### src/rtl/if_fetch.sv
// Instruction-fetch stage: owns the PC, drives the instruction ROM and tracks
// whether the ROM output currently holds a live instruction for decode.
//
// state | meaning
// IDLE  | out of reset, waiting for enable_CPU
// RUN   | fetching; PC advances on each issued ROM read
// PAUSE | CPU disabled; PC frozen except for branch redirect
// HALT  | halt retired; only rst leaves this state
module if_fetch #(
  parameter int unsigned ADR_BIT  = 16,
  parameter logic [ADR_BIT-1:0] RESET_PC = '0,
  parameter int unsigned CNT_BIT  = 32
) (
  input  logic               clk,
  input  logic               rst,
  input  logic               enable_CPU,
  input  logic               ena_n,
  input  logic               branch_taken,
  input  logic [ADR_BIT-1:0] branch_addr,
  input  logic               halt_req,
  output logic [ADR_BIT-1:0] rom_addr,
  output logic               rom_en,
  output logic [ADR_BIT-1:0] pc_next_inw,
  output logic               fetch_valid,
  output logic               halted,
  output logic [CNT_BIT-1:0] fetch_count
);

  localparam logic [1:0] ST_IDLE  = 2'd0;
  localparam logic [1:0] ST_RUN   = 2'd1;
  localparam logic [1:0] ST_PAUSE = 2'd2;
  localparam logic [1:0] ST_HALT  = 2'd3;

  logic [1:0]         state;
  logic [1:0]         state_nxt;
  logic [ADR_BIT-1:0] pc;
  logic [ADR_BIT-1:0] pc_nxt;

  assign rom_addr    = pc;
  assign pc_next_inw = pc + 1'b1;
  assign rom_en      = (state == ST_RUN) & ~ena_n & ~halt_req;
  assign halted      = (state == ST_HALT);

  always_comb begin
    state_nxt = state;
    case (state)
      ST_IDLE:  if (enable_CPU) state_nxt = ST_RUN;
      ST_RUN: begin
        if (halt_req)         state_nxt = ST_HALT;
        else if (!enable_CPU) state_nxt = ST_PAUSE;
      end
      ST_PAUSE: begin
        if (halt_req)        state_nxt = ST_HALT;
        else if (enable_CPU) state_nxt = ST_RUN;
      end
      default:  state_nxt = ST_HALT;
    endcase
  end

  // Branches override stalls, and a pending halt overrides branches.
  always_comb begin
    pc_nxt = pc;
    case (state)
      ST_RUN: begin
        if (halt_req)          pc_nxt = pc;
        else if (branch_taken) pc_nxt = branch_addr;
        else if (rom_en)       pc_nxt = pc_next_inw;
      end
      ST_PAUSE: if (branch_taken && !halt_req) pc_nxt = branch_addr;
      default:  pc_nxt = pc;
    endcase
  end

  always_ff @(posedge clk) begin
    if (rst) begin
      state       <= ST_IDLE;
      pc          <= RESET_PC;
      fetch_valid <= 1'b0;
      fetch_count <= '0;
    end else begin
      state <= state_nxt;
      pc    <= pc_nxt;
      // The word read alongside a redirect is on the wrong path; kill it.
      if (branch_taken || state_nxt == ST_HALT) fetch_valid <= 1'b0;
      else if (rom_en)                          fetch_valid <= 1'b1;
      if (rom_en) fetch_count <= fetch_count + 1'b1;
    end
  end

endmodule

### config.mk
export PLATFORM = sky130hd
export DESIGN_NAME = if_fetch
export DESIGN_NICKNAME = d
export VERILOG_FILES = /design/src/rtl/if_fetch.sv
export SDC_FILE = /design/constraint.sdc
export NUM_CORES = 1
export LEC_CHECK = 0
export ABC_AREA = 1
export BUFFER_PORTS_ARGS = -buffer_cell sky130_fd_sc_hd__buf_2
export CAP_MARGIN = 0
export CORE_UTILIZATION = 39
export CTS_BUF_LIST = sky130_fd_sc_hd__clkbuf_8
export CTS_CLUSTER_DIAMETER = 120
export CTS_CLUSTER_SIZE = 25
export DETAILED_ROUTE_END_ITERATION = 8
export GPL_TIMING_DRIVEN = 0
export SLEW_MARGIN = 20
export SYNTH_ARGS = -nofsm -noshare
export SYNTH_HDL_FRONTEND = slang
export SYNTH_SLANG_ARGS = --single-unit
export TNS_END_PERCENT = 10
### constraint.sdc
create_clock -name clk -period 2.9 [get_ports clk]
set_input_delay 0.435 -clock clk [delete_from_list [all_inputs] [get_ports clk]]
set_output_delay 0.435 -clock clk [all_outputs]
set_load 0.03 [all_outputs]
# After elaboration in Yosys (flattened, before gate mapping)
# Cells that the tools add are included.
# op_classes
muxes	10
n_eq_ne	7
bitwise	4
reduce_logical	7
add_sub_neg	2
# op_table
cell	n
16-bit two-way mux	4
32-bit by 1-bit adder with 32-bit output (second input constant)	1
16-bit one-hot mux with 2 select lines	1
16-bit by 1-bit adder with 16-bit output (second input constant)	1
2-bit two-way mux	4
2-bit equality test (second input constant)	3
2-bit one-hot mux with 3 select lines	1
2-bit != test (second input constant)	2
4-bit AND reduction	1
3-bit != test (second input constant)	1
1-bit AND	2
2-bit by 1-bit equality test with 1-bit output (second input constant)	1
2-bit logical NOT	1
1-bit NOT	2
2-bit nonzero test	1
2-bit OR reduction	1
1-bit logical AND	1
1-bit logical NOT	1
1-bit logical OR	1
# word_totals
out_inout_bits	67
wordCells	34
ff_bits	51

# Longest topological paths before layout
# Gate-level depths: netlist of the first run.
# depth
word_depth	7
ltp_mapped	10
depth_no_buf	10

# Least setup slack after synthesis of the first run
# OpenSTA, ideal clock, no wires.
# synth_path
path_kind	register -> output
from	register pc[0], in the netlist rom_addr[0]
to	output port pc_next_inw[6]
n_path_buf	0
arrival_time_ps	1688
path_stages_with_launch	5
slack_ps	777
required_time_ps	2465
cell_sequence	dfxtp_1 ha_1 nand3_2 nor2_1 xor2_1
# synth_between
elab_chain_cells	1
# synth_rtl
item	line	rtl
from (decl)	36	logic [ADR_BIT-1:0] pc;
from (signal assigned)	82	pc <= pc_nxt;
16-bit by 1-bit adder with 16-bit output	40	assign pc_next_inw = pc + 1'b1;
to (decl)	23	output logic [ADR_BIT-1:0] pc_next_inw,
# Every way passes these cells.

# Worst setup path in the final report of the first run
# layout_path
from	register pc[0], in the netlist rom_addr[0]
to	output port pc_next_inw[10]
# The elaborated chain is that of the path after synthesis.

==> summary by stage, run 1 <==
Yosys
Ranked by total cell area, the synthesized netlist is headed by dfxtp_1 34%, nand2_1 12%, nor2_1 7.4%. The proportion of register bits with asynchronous set or reset after synthesis is 0. Of the synthesized area, sequential elements account for 0.343.

The yosys synthesis warning count is 0. Yosys mapped a number of flops with a built-in enable equal to 0. The register bit total from synthesis is between 50 and 60. The number of cells produced by synthesis is between 400 and 500. The share of synthesized area in the top cell type comes to 0.343.

Synthesis produced a netlist with a net count of 465. Among all flip-flop cells after synthesis, the most frequent one is dfxtp_1. The leading area contributor after synthesis is dfxtp_1. The post-synth design cell area is between 2000 and 3000 sq um. The post-synthesis cell type count is 36. The post-synthesis average cell area is a little under 7 sq um.

Clock network
Clock tree synthesis inserted a total of 5 buffers. Clock-pin slew was measured on the worst setup and hold paths at ~100 ps. The post-CTS resize count is 0. The sink count of the clock tree is just over 50.

The quantity of hold-fixing buffers added after cts is 0. The root cell of the clock tree is clkbuf_8. The TritonCTS clock tree is done. The count of H-tree levels built during CTS is 2.

The longest clock path from root to sink contains 2 buffers. The clock reaches the later pin of the worst-skew pair after slightly above 300 ps. The number of setup buffers added after CTS is 0.

Layout
The filler cells instantiated in the layout total a little under 800. In the final layout, the share of cells above drive strength 1 is 0.253. The area growth from synthesis to layout is 22.9%. The number of antenna diodes in the final layout is 0. For this run, the post-layout net count is 560.

Worst setup path
Among the stages of the critical path, the cell type that occurs most often is nand2_1. The capture instance of the worst register-to-register path is fetch_count[16]$_SDFFE_PP0P_. The delay of the slowest cell on the worst path is around 430 ps. STA puts the critical path data arrival time at about 1900 ps. The critical path goes through ha_1, nand3_2, nor3_4, nand2_1, nand2_1, and2_1, buf_2. Setup slack on the worst reg-to-reg path comes out at 1220 ps. The category of the worst setup path capture point is a primary output. The worst path required time is 2470 ps. The critical path in this run is classified as flop to primary output. Grouping stages by cell kind, the critical path spends the most delay in simple AND/OR/NAND/NOR gates. The count of buffer and inverter cells on the critical path is 1. The critical-path cell with the highest stage delay is dfxtp_1.

The worst reg2reg path depth is 8. The worst flop-to-flop path startpoint is fetch_count[0]$_SDFFE_PP0P_. The number of logic stages on the critical path including buffering is 7. The startpoint class of the critical path is a flop.

In this run the worst setup path terminates at pc_next_inw[10]. The critical path starts at rom_addr[0]$_SDFFE_PP0P_. Along the worst path, the maximum fanout reaches 5.

Global routing
The number of global-route vias before repair is around 2700. The first-pass GRT wire length is between 10000 and 15000 um. The total overflow reported by the global router is 0. The largest net degree at the start of global routing is 16. The all-layer global routing usage is 0.199. The initial antenna violation count is 0.

STA
The post-route clock skew is 7.32 ps. The setup violation total in the final timing report is 0. For the pin with the worst max-slew slack, the measured transition is approximately 550 ps. Hold timing on the final database bottoms out at a slack of 344 ps. Setup repair after global routing left no endpoint under its margin. The number of pins with negative max-slew slack in the final report is 0. The post-route clock period utilization is 0.796. The sum of negative setup slack is 0 ps. The total count of hold-check failures in the final report is 0. The post-layout worst setup margin is slightly below 600 ps. The max-slew headroom at the worst pin is 0.635. The final critical delay including setup and external delays is about 2300 ps.

Static timing analysis puts the maximum clock frequency at about 430 MHz.

Detailed routing
The routed length on met2 is 3500 um. For this block, the initial DRC count from the detailed router was around 130. In this run the top signal layer used is met4.

The detail route stage leaves a number of antenna-violating nets equal to 0. Dividing the detail-routed wire length by the instance count gives around 12 um. After detailed routing, the total wire length is 7820 um. The average via count per standard cell is ~5.

The wire length on met1 is between 3000 and 4000 um. The routed layout has roughly 3100 vias. Detailed routing placed a total of between 300 and 400 um of wire on met3. The first-pass iteration count of the detailed router is 4. The post-route DRC violation count is 0.

Hold path
The worst hold-check path type is primary input to flop.

Power and ir drop
The analysis attributes to cell leakage a power of between 1.5 and 2 nW. The worst IR drop on VDD is ~0.00017 V. Power spread over the standard cell area amounts to around 430 nW/um^2.

Floorplan
The x dimension of the die is 89.4 um. The effective utilization at floorplan is 0.406. The standard cell core area is roughly 7300 sq um.

The die covers roughly 8000 sq um. The number of rows in the core area is 31. The die outline height is around 89 um. The I/O pin total is 89.

Place
The placed wire-length estimate is 6060 um. The worst slack after detailed placement is around 940 ps. Routability-driven placement finished with a final weighted congestion of between 0.8 and 0.9.

Input and output buffers added on the ports amount to between 80 and 90.

Run
Across the run, the number of max-cap violations was 0.

Status
The run finished with clean final reports.
## worst min-delay path by stage
stage                                to                     start  slack [ps]  cells after the start
2_1_floorplan       state[1]$_SDFF_PP0_                       rst         510                      1
3_3_place_gp   fetch_valid$_SDFFE_PP0P_  fetch_valid$_SDFFE_PP0P_         490                      2
3_5_place_dp   fetch_valid$_SDFFE_PP0P_  fetch_valid$_SDFFE_PP0P_         500                      2
4_1_cts             state[1]$_SDFF_PP0_                enable_CPU         340                      2
5_1_grt        fetch_valid$_SDFFE_PP0P_              branch_taken         340                      2
6_report            state[1]$_SDFF_PP0_                enable_CPU         340                      2
## logic make-up (layout without fill, tap and decap cells)
family          Yosys count  after routing  synth area share
compound gates           70             70             0.122
simple gates            243            243             0.400
fa+ha+maj                 2              2           0.00840
buf+inv                  62            158            0.0836
xor+xnor                 13             13            0.0433
flops                    51             51             0.343
## final cells by class
cell class	count	area, sq um	area share
flip-flops and latches	51	1020	0.279
repair buffers	88	440	0.120
clock buffers	6	82.6	0.0226
plain buffers	9	50.0	0.0137
well taps	99	124	0.0338
multi-input cells	328	1710	0.467
clock inverters	2	35.0	0.00957
inverters	53	199	0.0543
## layout by cell type (no fill, tap or decap), types with 3 or more instances in the layout
cell      synthesis  layout
inv_1            48      48
a21oi_1          38      38
nand3_2           6       6
nand2_2           7       7
xnor2_1           3       3
nor2_4            8       8
nor3_1            8       8
nand2_1          98      98
nand4_1          11      11
nand3_1          28      28
xor2_1            8       8
inv_2             3       3
nor2_2            4       4
buf_2             4      92
dfxtp_1          51      51
clkbuf_1          3       3
clkbuf_8          0       6
nor3_4            3       3
o21ai_0          26      26
nand3b_1          3       3
nor2_1           59      59
## cells in the mapped netlist (2+ instances only)
library cell / number
nand4_1: 11
nand3_2: 6
xor2_1: 8
inv_2: 3
nand2_1: 98
xor2_2: 2
nor2_4: 8
ha_1: 2
dfxtp_1: 51
nor4_1: 2
a31oi_1: 2
nand3_1: 28
o21ai_0: 26
nor2_2: 4
buf_2: 4
nor3_1: 8
clkinv_1: 2
clkbuf_1: 3
and2_1: 2
a21oi_1: 38
xnor2_1: 3
nor3_4: 3
nor2_1: 59
nand2_2: 7
inv_1: 48
nand3b_1: 3
## state kept, by name (all words and copies together), names as in the netlist
| name | cells |
|---|---|
| fetch_count | 32 |
| rom_addr | 16 |
| state | 2 |
| fetch_valid | 1 |
## metal layers
metal | global-route usage | vias to the layer above
met5 | 0 | -
met1 | 0.274 | 1405
met3 | 0.0305 | 10
li1 | - | 1618
met2 | 0.325 | 79
met4 | 0.0563 | 0
## report_power, final
| group | switching (W) | internal [W] |
|---|---|---|
| sequential | 0.0000333 | 0.000723 |
| combinational | 0.000192 | 0.0000816 |
| clock | 0.000250 | 0.000280 |
| total | 0.000475 | 0.00108 |
## worst register-to-register path, stage by stage (launching register included)
cell     delay, ps
dfxtp_1        410
ha_1           220
nand3_1        130
nor2_4         120
nand2_2        100
nor2_4         280
nand2_1        120
o21ai_0        160
nor2_1          50
## metrics by stage
stage | power (W) | area [sq um] | util | std cells
after floorplan | 0.000956 | 2980 | - | 441
after global placement | 0.00104 | 3540 | 0.483 | 628
after detailed placement | 0.00105 | 3540 | 0.483 | 628
after CTS | 0.00157 | 3660 | 0.499 | 636
after global routing | 0.00163 | 3660 | 0.499 | 636
final | 0.00156 | 3660 | 0.499 | 636
No activity file was read; power rests on OpenSTA's default activity.
==> run 2: changes to the inputs <==
--- a/config.mk
+++ b/config.mk
@@ -5,7 +5,7 @@
 export SDC_FILE = /design/constraint.sdc
 export NUM_CORES = 1
 export LEC_CHECK = 0
-export ABC_AREA = 1
+export ABC_AREA = 0
 export BUFFER_PORTS_ARGS = -buffer_cell sky130_fd_sc_hd__buf_2
 export CAP_MARGIN = 0
 export CORE_UTILIZATION = 39
@@ -14,6 +14,7 @@
 export CTS_CLUSTER_SIZE = 25
 export DETAILED_ROUTE_END_ITERATION = 8
 export GPL_TIMING_DRIVEN = 0
+export PLACE_DENSITY = 0.67
 export SLEW_MARGIN = 20
 export SYNTH_ARGS = -nofsm -noshare
 export SYNTH_HDL_FRONTEND = slang
==> constraint.sdc (replaced) <==
create_clock -name clk -period 2.1 [get_ports clk]
set_input_delay 0.315 -clock clk [delete_from_list [all_inputs] [get_ports clk]]
set_output_delay 0.315 -clock clk [all_outputs]
set_load 0.03 [all_outputs]
==> run 2 against run 1 <==
  * The flow now finishes with violations (design-rule violations, negative setup slack)
  * Setup slack worse by 620 ps
  * Largest cell class unchanged
  * Critical path depth unchanged
  * Clock skew is 0.53 ps lower
  * Synthesized area is 10% lower
  * Non-clock buffer count rose by 13
  * Clock power grew 7.9%
  * Routed wire length down 12%
==> summary by stage, run 2 <==
Worst setup path
The internal reg-to-reg setup slack was 110 ps (was 1220 ps). The worst path required time is 1780 ps (was 2470 ps). The startpoint class of the critical path is a flop (unchanged). The maximum fanout encountered on the critical timing path is 6 (was 5). The capture instance of the worst register-to-register path is fetch_count[20]$_SDFFE_PP0P_ (was fetch_count[16]$_SDFFE_PP0P_). The worst setup path category is flop to primary output (unchanged). The category of the worst setup path capture point was a primary output (unchanged). The data arrival time of the critical path is 1820 ps (was 1870 ps). The worst reg2reg path depth is 7 (was 8). The worst flop-to-flop path startpoint is state[1]$_SDFF_PP0_ (was fetch_count[0]$_SDFFE_PP0P_).

Hold path
The worst hold-check path type is primary input to flop (unchanged). The start point of the worst hold path is enable_CPU (unchanged). The end point of the worst hold path is state[0]$_SDFF_PP0_ (was state[1]$_SDFF_PP0_). The worst hold path depth is 3 (was 2).

STA
The setup violation total in the final timing report came to 1 (was 0). Unrepaired setup endpoints after global routing: yes (was no). The post-route clock period utilization is 1.01.

The post-route clock skew came to 6.79 ps (was 7.32 ps). The post-layout worst setup margin is -31.0 ps (was 590 ps). The routed design could run at a clock period as short as 2130 ps. The worst-case hold slack is 234 ps (was 344 ps). Timing would allow up to between 400 and 500 MHz.

The number of pins with negative max-slew slack in the final report is 0 (unchanged). The max-slew headroom at the worst pin is 0.549 (was 0.635). The slew at the pin closest to its max-slew limit is 673 ps (was 548 ps).

The total count of hold-check failures in the final report came to 0 (unchanged).

Yosys
The proportion of register bits with asynchronous set or reset after synthesis is 0 (unchanged). The leading area contributor after synthesis is dfxtp_1 (unchanged). The library cell with the highest instance count after synthesis was dfxtp_1 (was nand2_1). The number of cells produced by synthesis is 321 (was 441). The leading register cell type out of synthesis is dfxtp_1 (unchanged). The synthesized netlist net count is 345 (was 465). The post-synth design cell area is 2670 sq um (was 2980 sq um). The yosys synthesis warning count was 0 (unchanged). Post-synth top cells: 51 x dfxtp_1, 46 x nor2_1, 32 x xor2_1 (was 98 x nand2_1, 59 x nor2_1, 51 x dfxtp_1). The post-synthesis average cell area is 8.32 sq um (was 6.76 sq um). The register bit total from synthesis is 51 (unchanged). Leading cell types by total area after synthesis: dfxtp_1 38%, xor2_1 10%, nor2_1 6.5% (was dfxtp_1 34%, nand2_1 12%, nor2_1 7.4%).

The fraction of the yosys area taken by sequential cells is 0.382 (was 0.343). The number of flops mapped to enable cells by yosys came to 0 (unchanged). The share of the synthesized area in the top cell type came to 0.382 (was 0.343). The post-synthesis cell type count is 38 (was 36).

Power and ir drop
The worst IR drop on VDD is 0.000264 V (was 0.000166 V). The power per standard cell area came to 528 nW/um^2 (was 426 nW/um^2). The total leakage power came to 1.59 nW (was 1.72 nW).

Clock network
The clock insertion delay at the later pin of the skew report is 310 ps (about the same). The TritonCTS clock tree is done (unchanged). The number of buffers added by the clock tree synthesis step was 5 (unchanged).

The count of H-tree levels built during CTS was 2 (unchanged). The quantity of hold-fixing buffers added after cts was 0 (unchanged). The maximum clock path buffer count is 2 (unchanged). The root cell of the clock tree is clkbuf_8 (unchanged). The CTS clock-pin slew for the worst setup and hold paths came to 90 ps (was 100 ps). The sink count of the clock tree came to 51 (unchanged).

Global routing
The all-layer global routing usage is 0.192 (was 0.199). The total overflow reported by the global router came to 0 (unchanged). The first-pass GRT wire length was 11100 um (was 12400 um). The largest net degree at the start of global routing is 16 (unchanged). The initial antenna violation count is 0 (unchanged). The number of global-route vias before repair is 2353 (was 2712).

Detailed routing
The initial detailed-routing violation count came to 79 (was 133). The wire length per cell after detailed routing was 13.8 um (was 12.3 um). The first-pass iteration count of the detailed router was 8 (was 4). The via count came to 2596 (was 3112). The average via count per standard cell is 5.22 (was 4.89). The final wirelength is 6880 um (was 7820 um). The post-route DRC violation count is 11 (was 0). The number of nets with antenna violations after routing is 0 (unchanged).

Place
The routability congestion estimate is 0.825 (was 0.842). The placed wire-length estimate is 4980 um (was 6060 um). The number of buffers added on ports came to 86 (was 88).

Layout
The number of filler instances in the final layout came to 619 (was 790). The register bank with the most flops is fetch_count (unchanged). The most common cell after layout, fill and taps aside was buf_2 (was nand2_1).

The fraction of final layout cells sized beyond drive strength 1 came to 0.329 (was 0.253). Commonest cells after routing, fill and taps aside: 82 x buf_2, 44 x nor2_1, 43 x dfxtp_1, 31 x xor2_1, 27 x nand2_1 (was 98 x nand2_1, 92 x buf_2, 59 x nor2_1, 51 x dfxtp_1, 48 x inv_1). The count of nets after finishing came to 443 (was 560). The number of antenna repair diodes is 0 (unchanged).

The flip-flop count of the largest register after layout is 32 (unchanged). The signed area change from the synthesized netlist to the final layout was 29.4% (was 22.9%). The utilization after layout was 0.532 (was 0.499).

Floorplan
The x dimension of the die came to 84.8 um (was 89.4 um). The standard cell core area was 6490 sq um (was 7330 sq um). The I/O pin total is 89 (unchanged).

The effective utilization at floorplan is 0.411 (was 0.406). The number of rows in the core area is 29 (was 31). The die outline height is 84.8 um (was 89.4 um). The area of the die is 7180 sq um (was 7990 sq um).

Status
The checks that failed: design-rule violations, negative setup slack. Result of the run: complete, but fails checks (was finished clean).

Run
The reported max-cap violation count came to 0 (unchanged).
run 2: cell types whose count changed after synthesis, moves of 6 or more:
cell | previous run | this run
nand2_1 | 98 | 28
inv_1 | 48 | 6
a21oi_1 | 38 | 14
xor2_1 | 8 | 32
o21ai_0 | 26 | 10
nor2_1 | 59 | 46
clkbuf_1 | 3 | 13
nand3_1 | 28 | 18
xnor2_1 | 3 | 13
and4_1 | 0 | 9
and3_1 | 1 | 9
nor2_4 | 8 | 0
nand2_2 | 7 | 0
nand3_2 | 6 | 0
run 2: layout make-up:
| type | instances | area, sq um | share of cell area |
|---|---|---|---|
| multi-input cells | 245 | 1620 | 0.468 |
| inverters | 6 | 22.5 | 0.00651 |
| well taps | 77 | 96.3 | 0.0279 |
| flip-flops and latches | 51 | 1040 | 0.300 |
| clock buffers | 5 | 68.8 | 0.0199 |
| clock inverters | 3 | 15.0 | 0.00434 |
| repair buffers | 91 | 487 | 0.141 |
| plain buffers | 19 | 115 | 0.0333 |
run 2: report_power, final:
part	internal (W)	switching, W	leakage, nW
Combinational	0.0000895	0.000161	1.13
Clock	0.000229	0.000341	0.0477
Sequential	0.000982	0.0000224	0.416
Total	0.00130	0.000525	1.59
run 2: worst max-delay path by stage:
| stage | start | endpoint | slack, ps | cells past startpoint |
|---|---|---|---|---|
| finish | rom_addr[0]$_SDFFE_PP0P_ | pc_next_inw[14] | -30 | 7 |
| global route | rom_addr[1]$_SDFFE_PP0P_ | pc_next_inw[14] | -90 | 7 |
| CTS | rom_addr[1]$_SDFFE_PP0P_ | pc_next_inw[14] | -160 | 7 |
| detailed placement | state[1]$_SDFF_PP0_ | rom_addr[5]$_SDFFE_PP0P_ | -140 | 7 |
| global placement | state[1]$_SDFF_PP0_ | rom_addr[5]$_SDFFE_PP0P_ | -150 | 7 |
| floorplan | rom_addr[1]$_SDFFE_PP0P_ | pc_next_inw[14] | 10 | 6 |
run 2: metrics by stage:
step	cells	setup TNS (ps)	instance area, sq um	total power [W]	worst slack, ps
after global placement	484	-994	3210	0.00126	-155
after CTS	492	-191	3360	0.00183	-161
after detailed placement	484	-997	3210	0.00126	-141
after floorplan	321	0	2690	0.00118	12.4
final	497	-31.0	3460	0.00183	-31.0
after global routing	497	-273	3460	0.00189	-91.4
run 2: per-layer routing:
| metal | global-route usage | wire [um] | vias up | part of all wire |
|---|---|---|---|---|
| met5 | 0 | 0 | - | 0 |
| met2 | 0.327 | 3120 | 91 | 0.45 |
| met3 | 0.0433 | 446 | 9 | 0.065 |
| met1 | 0.244 | 3230 | 1193 | 0.47 |
| met4 | 0.0508 | 82 | 0 | 0.012 |
| li1 | - | - | 1303 | - |
run 2: kinds of logic after synthesis:
family          after synthesis  synth area share
flops                        51             0.382
fa+ha+maj                     2           0.00937
xor+xnor                     45             0.148
compound gates               49             0.122
simple gates                149             0.293
buf+inv                      25            0.0459
run 2: worst max-delay path: stages, from the launching register on:
cell and delay (ps):
dfxtp_4 370, ha_4 150, and3_4 180, buf_6 120
nand3_4 100, nor3_4 220, xor2_2 200, buf_6 160
run 2: repair_timing:
item	4_1_cts	5_1_grt
hold endpoints to repair	0	0
buffers inserted	0	5
cloned	0	0
resized for setup	22	18
pin swaps	1	3
endpoints found under the setup margin	20	34
==> run 3: changes to the inputs <==
--- a/config.mk
+++ b/config.mk
@@ -13,8 +13,8 @@
 export CTS_CLUSTER_DIAMETER = 120
 export CTS_CLUSTER_SIZE = 25
 export DETAILED_ROUTE_END_ITERATION = 8
-export GPL_TIMING_DRIVEN = 0
 export PLACE_DENSITY = 0.67
+export SETUP_SLACK_MARGIN = 0.02
 export SLEW_MARGIN = 20
 export SYNTH_ARGS = -nofsm -noshare
 export SYNTH_HDL_FRONTEND = slang
==> run 3 against run 2 <==
  * Final area up 0.98%
  * Critical path type unchanged
  * Global-route usage shrank 0.16 points
  * Setup slack better by 100 ps
  * The flow finishes with violations (design-rule violations)
  * Highest routed layer unchanged
  * Sequential share of layout area shrank 0.43 points
  * Final cell count decreased by 0.20%
==> summary by stage, run 3 (synthesized netlist as in run 2, its figures left out) <==
Floorplan
The number of rows in the core area is 29 (unchanged). The I/O pin total is 89 (unchanged). The standard cell core area is 6490 sq um (unchanged). The die outline height came to 84.8 um (unchanged). The effective utilization at floorplan is 0.411 (unchanged). The x dimension of the die is 84.8 um (unchanged). The area of the die is 7180 sq um (unchanged).

Detailed routing
The number of nets with antenna violations after routing was 0 (unchanged). The final wirelength came to 6730 um (was 6880 um). The average via count per standard cell is 5.30 (was 5.22). The first-pass iteration count of the detailed router is 9 (was 8).

The post-route DRC violation count came to 11 (unchanged). The wire length per cell after detailed routing is 13.6 um (was 13.8 um). The initial detailed-routing violation count is 110 (was 79).

The via count is 2627 (was 2596).

STA
The slew at the pin closest to its max-slew limit came to 378 ps (was 673 ps). The post-route clock skew is 10.9 ps (was 6.79 ps). The number of pins with negative max-slew slack in the final report came to 0 (unchanged). The upper clock frequency limit is 492 MHz (was 469 MHz). The total count of hold-check failures in the final report is 0 (unchanged). The post-route clock period utilization is 0.967 (was 1.01). Unrepaired setup endpoints after global routing: yes (unchanged). The setup violation total in the final timing report was 0 (was 1). The sum of negative setup slack is 0 ps (was -31.0 ps). The max-slew headroom at the worst pin is 0.748 (was 0.549).

The final critical delay including setup and external delays is 2030 ps (was 2130 ps).

Run
The reported max-cap violation count is 0 (unchanged).

Status
Result of the run: complete, but fails checks (unchanged). Failing checks: design-rule violations (was design-rule violations, negative setup slack).

Worst setup path
The maximum fanout encountered on the critical timing path came to 6 (unchanged). The data arrival time of the critical path is 1720 ps (was 1820 ps). The delay of the slowest cell on the worst path was 390 ps (was 370 ps). The count of buffer and inverter cells on the critical path is 2 (unchanged). The critical-path cell with the highest stage delay is dfxtp_4 (unchanged). The worst path required time is 1780 ps (about the same).

Cell Chain, Critical Path: ha_4, and3_4, buf_4, nand3_1, xnor2_1, buf_4 (was ha_4, and3_4, buf_6, nand3_4, nor3_4, xor2_2, buf_6). The family with the most delay on the worst path is flip-flops (was simple AND/OR/NAND/NOR gates). The worst setup path category is flop to primary output (unchanged).

The cell repeated most along the worst path is buf_4 (was buf_6). The startpoint class of the critical path is a flop (unchanged). The category of the worst setup path capture point is a primary output (unchanged).

Global routing
The first-pass GRT wire length is 11100 um (unchanged). The number of global-route vias before repair was 2376 (was 2353). The largest net degree at the start of global routing is 32 (was 16). The all-layer global routing usage was 0.190 (was 0.192).

The total overflow reported by the global router is 0 (unchanged). The initial antenna violation count is 0 (unchanged).

Layout
The most common cell after layout, fill and taps aside is buf_2 (unchanged). The flip-flop count of the largest register after layout is 32 (unchanged). The count of nets after finishing is 442 (was 443). The number of filler instances in the final layout is 627 (was 619). The number of antenna repair diodes is 0 (unchanged). The fraction of final layout cells sized beyond drive strength 1 is 0.337 (was 0.329). Commonest cells after routing, fill and taps aside: 82 x buf_2, 47 x dfxtp_1, 44 x nor2_1, 31 x xor2_1, 27 x nand2_1 (was 82 x buf_2, 44 x nor2_1, 43 x dfxtp_1, 31 x xor2_1, 27 x nand2_1). The post-route standard cell area excluding fillers is 3490 sq um (was 3460 sq um).

The signed area change from the synthesized netlist to the final layout is 30.7% (was 29.4%). The register bank with the most flops is fetch_count (unchanged).

Clock network
The number of buffers added by the clock tree synthesis step was 5 (unchanged). The root cell of the clock tree is clkbuf_8 (unchanged). The CTS clock-pin slew for the worst setup and hold paths was 100 ps (was 90 ps). The maximum clock path buffer count is 2 (unchanged). The TritonCTS clock tree is done (unchanged).

The count of H-tree levels built during CTS was 2 (unchanged). The sink count of the clock tree came to 51 (unchanged). The clock insertion delay at the later pin of the skew report was 310 ps (about the same).

Place
The placed wire-length estimate is 4910 um (was 4980 um). The routability congestion estimate is 0.861 (was 0.825). The post-detailed-placement cell area was 3300 sq um (was 3210 sq um). The number of buffers added on ports is 88 (was 86).

Hold path
The worst hold-check path type is primary input to flop (unchanged).

Power and ir drop
The total leakage power came to 1.62 nW (was 1.59 nW). The power per standard cell area is 535 nW/um^2 (was 528 nW/um^2). The worst IR drop on VDD is 0.000251 V (was 0.000264 V).
## run 3: cell types whose count changed in the layout (fill, tap and decap cells not counted), moves of 2 or more
cell,previous run,this run
buf_6,6,1
buf_4,10,24
dfxtp_1,43,47
inv_6,0,2
dfxtp_2,6,2
buf_12,0,2
clkbuf_2,3,0
clkbuf_1,9,0
clkinv_2,3,0
## run 3: worst paths after layout
| check | start | slack, ps | end | depth (start not counted) |
|---|---|---|---|---|
| worst min-delay path | enable_CPU | 250 | state[0]$_SDFF_PP0_ | 3 |
| worst min register to register | fetch_count[1]$_SDFFE_PP0P_ | 500 | fetch_count[1]$_SDFFE_PP0P_ | 2 |
| worst max register to register | state[0]$_SDFF_PP0_ | 130 | rom_addr[13]$_SDFFE_PP0P_ | 6 |
| worst max-delay path | rom_addr[1]$_SDFFE_PP0P_ | 70 | pc_next_inw[6] | 6 |
## run 3: timing repair
action,CTS,global route
pin swaps,2,2
resized for setup,13,13
hold buffers,0,0
endpoints found under the setup margin,8,7
buffers inserted,1,0
## run 3: final cells by class
| type | instances | area (sq um) | share of cell area |
|---|---|---|---|
| multi-input combinational | 245 | 1600 | 0.459 |
| sequential | 51 | 1030 | 0.295 |
| timing repair buffer | 109 | 642 | 0.184 |
| tap | 77 | 96.3 | 0.0276 |
| clock buffer | 5 | 68.8 | 0.0197 |
| clock inverter | 3 | 26.3 | 0.00753 |
| inverter | 6 | 22.5 | 0.00645 |
## run 3: stage by stage
step | instances | total power [W] | hold WS (ps) | worst slack [ps] | utilization
2_1_floorplan | 321 | 0.00118 | 444 | 13.2 | -
3_3_place_gp | 487 | 0.00127 | 486 | 121 | 0.508
3_5_place_dp | 487 | 0.00128 | 494 | 92.4 | 0.508
4_1_cts | 496 | 0.00189 | 238 | 7.21 | 0.531
5_1_grt | 496 | 0.00194 | 264 | -1.22 | 0.537
6_report | 496 | 0.00187 | 250 | 69.3 | 0.537
## run 3: report_power, final
part           internal [W]  switching [W]  total [W]
sequential         0.000982      0.0000160   0.000998
clock              0.000246       0.000360   0.000606
combinational     0.0000989       0.000166   0.000265
total               0.00133       0.000542    0.00187
## run 3: layer usage
metal	wire length (um)	track usage	vias up
met5	0	0	-
met4	43	0.0478	0
met3	365	0.0383	4
met2	3140	0.324	80
met1	3180	0.246	1238
li1	-	-	1305
## run 3: worst min-delay path: cells and delay by family
| kind | cells | cell delay [ps] |
|---|---|---|
| buffers and inverters | 2 | 140 |
| AOI/OAI and AO/OA | 1 | 50 |
